### src/rtl/half_adder_sync.sv
// Bank of WIDTH independent 1-bit half adders with a registered result stage.
//
// Ports:
//   clk         rising-edge clock for all registers
//   rst_n       synchronous active-low reset (sampled on rising clk)
//   a, b        WIDTH-bit addends, lane i = bit i
//   in_valid    capture strobe for the registered path
//   sum         combinational lane sums   (a ^ b)
//   carry       combinational lane carries (a & b)
//   sum_q       registered sum
//   carry_q     registered carry
//   out_valid   high for one cycle after each capture edge
//   carry_count registered population count of carry_q
module half_adder_sync #(
    parameter int unsigned WIDTH = 1,
    parameter int unsigned CNT_W = (WIDTH < 2) ? 1 : $clog2(WIDTH + 1)
) (
    input  logic             clk,
    input  logic             rst_n,
    input  logic [WIDTH-1:0] a,
    input  logic [WIDTH-1:0] b,
    input  logic             in_valid,
    output logic [WIDTH-1:0] sum,
    output logic [WIDTH-1:0] carry,
    output logic [WIDTH-1:0] sum_q,
    output logic [WIDTH-1:0] carry_q,
    output logic             out_valid,
    output logic [CNT_W-1:0] carry_count
);

    logic [WIDTH-1:0] w_sum;
    logic [WIDTH-1:0] w_carry;
    logic [CNT_W-1:0] w_count;

    logic [WIDTH-1:0] r_sum_q;
    logic [WIDTH-1:0] r_carry_q;
    logic [CNT_W-1:0] r_count;
    logic             r_valid;

    // Lane-wise half adders; no chaining between lanes.
    assign w_sum   = a ^ b;
    assign w_carry = a & b;

    // Carry population count; CNT_W is sized to hold WIDTH.
    always_comb begin
        w_count = '0;
        for (int i = 0; i < int'(WIDTH); i++) begin
            w_count = w_count + CNT_W'(w_carry[i]);
        end
    end

    // Result register: reset beats capture, data holds when idle.
    always_ff @(posedge clk) begin
        if (!rst_n) begin
            r_sum_q   <= '0;
            r_carry_q <= '0;
            r_count   <= '0;
            r_valid   <= 1'b0;
        end else begin
            r_valid <= in_valid;
            if (in_valid) begin
                r_sum_q   <= w_sum;
                r_carry_q <= w_carry;
                r_count   <= w_count;
            end
        end
    end

    assign sum         = w_sum;
    assign carry       = w_carry;
    assign sum_q       = r_sum_q;
    assign carry_q     = r_carry_q;
    assign carry_count = r_count;
    assign out_valid   = r_valid;

endmodule

### config.mk
export PLATFORM = sky130hd
export DESIGN_NAME = half_adder_sync
export DESIGN_NICKNAME = d
export VERILOG_FILES = /design/src/rtl/half_adder_sync.sv
export SDC_FILE = /design/constraint.sdc
export NUM_CORES = 1
export LEC_CHECK = 0
export CELL_PAD_IN_SITES_DETAIL_PLACEMENT = 1
export CELL_PAD_IN_SITES_GLOBAL_PLACEMENT = 2
export CORE_AREA = 5 5 42 44
export DETAILED_ROUTE_END_ITERATION = 12
export DIE_AREA = 0 0 47 49
export PLACE_DENSITY_LB_ADDON = 0.25
export SYNTH_ARGS = -nofsm -noshare
export SYNTH_HDL_FRONTEND = slang
export SYNTH_SLANG_ARGS = --single-unit
### constraint.sdc
create_clock -name clk -period 1.4 [get_ports clk]
set_input_delay 0.28 -clock clk [delete_from_list [all_inputs] [get_ports clk]]
set_output_delay 0.28 -clock clk [all_outputs]
set_load 0.05 [all_outputs]
Yosys cells after proc, flatten, opt, wreduce, memory -nomap -nowiden:

Cells that the tools add are included.

* register bits: 3
* input port bits: 5

* bitwise gates (word level): 2

Operators by type and width (number)
* $and 1x1->1: 1
* $xor 1x1->1: 1

Depth between registers and ports, before layout:

* depth after elaboration: 1
* gate-level depth with buffers: 3

Worst setup path before layout:

Ideal clock, no wire load.

* kind: flip-flop to output port
* start: register r_carry_q, in the netlist carry_q
* end: output carry_q
* data arrival time: 0.912 ns
* setup slack: 0.208 ns
* cell stages (with the launch flop): 2
* path buffers: 1
* path through: dfxtp_1 > buf_4

RTL lines
* from (decl): RTL line 36 `logic [WIDTH-1:0] r_carry_q;`
* from (signal assigned): RTL line 63 `r_carry_q <= w_carry;`
* to (decl): RTL line 26 `output logic [WIDTH-1:0] carry_q,`

No word-level cell between the ends.

Worst setup path after layout:

* start: input a
* end: output sum

* longest elaborated chain between the ends: 1

Ends and longest elaborated chain
* from (decl): RTL line 20 `input logic [WIDTH-1:0] a,`
* $xor 1x1->1: RTL line 41 `assign w_sum = a ^ b;`
* to (decl): RTL line 23 `output logic [WIDTH-1:0] sum,`

Every way passes these cells.

==> qor.txt <==
Leakage -> 0.141 nW
PwrDens -> 1070 mW/mm^2
Number of synthesized flops with an enable pin -> 0
Sequential fraction of the synthesis area -> 0.500
Slew HR -> 0.847
Detailed-route wire length per cell -> 9.43 um
Largest net degree at the start of global routing -> 4
Vias/cell -> 3.23
Max Slew Vio Count -> 0
Clock transition at path regs -> 0.04 ns
Vias -> 129
Worst R2R Start -> carry_q
Worst r2r dst -> carry_q
TritonCTS Sinks -> 3
CP startpoint -> a
Setup Skew -> 0 ns
Top cells by area, synth -> dfxtp_1 (50%), mux2i_1 (17%), ha_1 (10%)
Max Cap Viol -> 0
Warning count from the yosys run -> 0
Core Rows -> 14
Yosys top cell area share -> 0.500
Tmin final -> 1.23 ns
Setup repair after global routing missed its margin -> false
1st-pass router iterations -> 2
Vias in the first global route -> 148
Outcome -> finished, final reports clean
Initial antenna violation count -> 0
CTS root buf -> clkbuf_4
Req. time, crit path -> 1.12 ns
Core outline area -> 0.00140 sq mm
Antenna viol nets, final -> 0
Starting Density -> 0.0857
Asr flop ratio synth -> 0
Netlist cell types -> 6
Clock tree buffer depth -> 2
Count leader, synth -> dfxtp_1
Layout Nets -> 31
Worst Tran Pin Value -> 0.229 ns
IO Port Bufs -> 10
Hold Path Class -> reg2reg
Kind of critical path -> in2out
N_diodes -> 0
Area of the mapped netlist -> 120 sq um
WHS -> 0.577 ns
Die Width -> 47 um
Clock buffer count from CTS -> 3
Max IR drop VDD -> 0.321 mV
Final GP Congestion -> 0.594
Largest area contributor in the netlist -> dfxtp_1
GRT Util Overall -> 0.0464
Worst-Skew Late Latency -> 0.23 ns
Startpoint types -> input port
Syn avg cell area -> 12.0 sq um
First-pass GRT wire length -> 641 um
Initial drt markers -> 3
Setup TNS -> 0 ns
Post-Route Utilization -> 0.240
Post-Layout Cell Count -> 40
Critical Path End Type -> primary output
Die height -> 49 um
Share of cells above drive strength 1 -> 0.500
Final wirelength -> 377 um
Area grow syn2layout -> 180%
Dominant synthesized flop cell -> dfxtp_1
Gr ovfl total -> 0
Reg2Reg Setup Slack -> 0.69 ns
H-tree depth -> 1
Arr. time, crit path -> 0.95 ns
FMAX -> 0.813 GHz
DIE AREA -> 0.00230 sq mm
# DRC -> 0
Syn Nets -> 16
Reg2reg path depth -> 2
Critical Path End -> sum
Placed cells -> 36
Final setup viols -> 0
Cell count after synthesis -> 10
FF+latch count, synth -> 3
Period utilization -> 0.879
Most frequent cells after synthesis -> dfxtp_1 (3), mux2i_1 (2), nor2b_1 (2)
Critical Path Fanout Max -> 2
I/O pins -> 11
CTS tree -> done
Final Hold Viols -> 0
## state kept, by name (all words and copies together), names as in the netlist
name	cells
sum_q	1
out_valid	1
carry_q	1
## critical path, stage by stage
cell and delay [ns]:
dlygate4sd2_1 0.26, ha_4 0.28, buf_12 0.13
## cells in the final DEF, fill, tap and decap left out, drive strengths merged
cell type	n
dlygate4sd2	2
and2	1
mux2i	2
clkdlybuf4s50	2
clkbuf	4
dfxtp	3
nor2b	2
buf	7
ha	1
## metal layers
metal,vias to the layer above,GRT usage,wire length [um]
met2,9,0.0543,177
li1,63,-,-
met1,57,0.0350,152
met3,0,0.0627,47
met5,-,0,0
met4,0,0.0415,0
## power by group
part           internal (mW)  total, mW  switching, mW  leakage (nW)
Sequential            0.0910     0.0964        0.00548        0.0248
Clock                  0.107      0.151         0.0443        0.0150
Combinational         0.0599      0.113         0.0535         0.102
## layout make-up
class,count,area (sq um)
fillers,158,1060
multi-input cells,6,65.1
well taps,16,20.0
clock buffers,4,26.3
flip-flops and latches,3,60.1
repair buffers,11,165
## stage by stage
step	setup WS, ns	cell area, sq um	total power [mW]
after floorplan	0.208	120	0.146
after global placement	-0.0674	300	0.208
after detailed placement	-0.0748	300	0.209
after CTS	0.166	337	0.374
after global routing	0.155	337	0.387
final	0.170	337	0.361
## worst min path at each step
| stage | from | slack (ns) | to | cells after the start |
|---|---|---|---|---|
| after floorplan | rst_n | 0.41 | carry_q | 1 |
| after global placement | sum_q | 0.57 | sum_q | 2 |
| after detailed placement | sum_q | 0.58 | sum_q | 2 |
| after CTS | sum_q | 0.59 | sum_q | 2 |
| after global routing | sum_q | 0.59 | sum_q | 2 |
| final | sum_q | 0.58 | sum_q | 2 |
## logic make-up (layout without fill, tap and decap cells)
| logic type | after synthesis | in the layout | share of synthesized area |
|---|---|---|---|
| flip-flops | 3 | 3 | 0.500 |
| AND/OR/NAND/NOR | 3 | 3 | 0.167 |
| multiplexers | 2 | 2 | 0.167 |
| adder cells (fa/ha/maj) | 1 | 1 | 0.104 |
| buffers and inverters | 1 | 15 | 0.0625 |
## what timing repair did
item | CTS | global route
resized for setup | 3 | 0
endpoints found under the setup margin | 2 | 0
hold buffers | 0 | 0
hold endpoints to repair | 0 | 0
buffers inserted | 0 | 0
No activity file was read; power rests on OpenSTA's default activity.
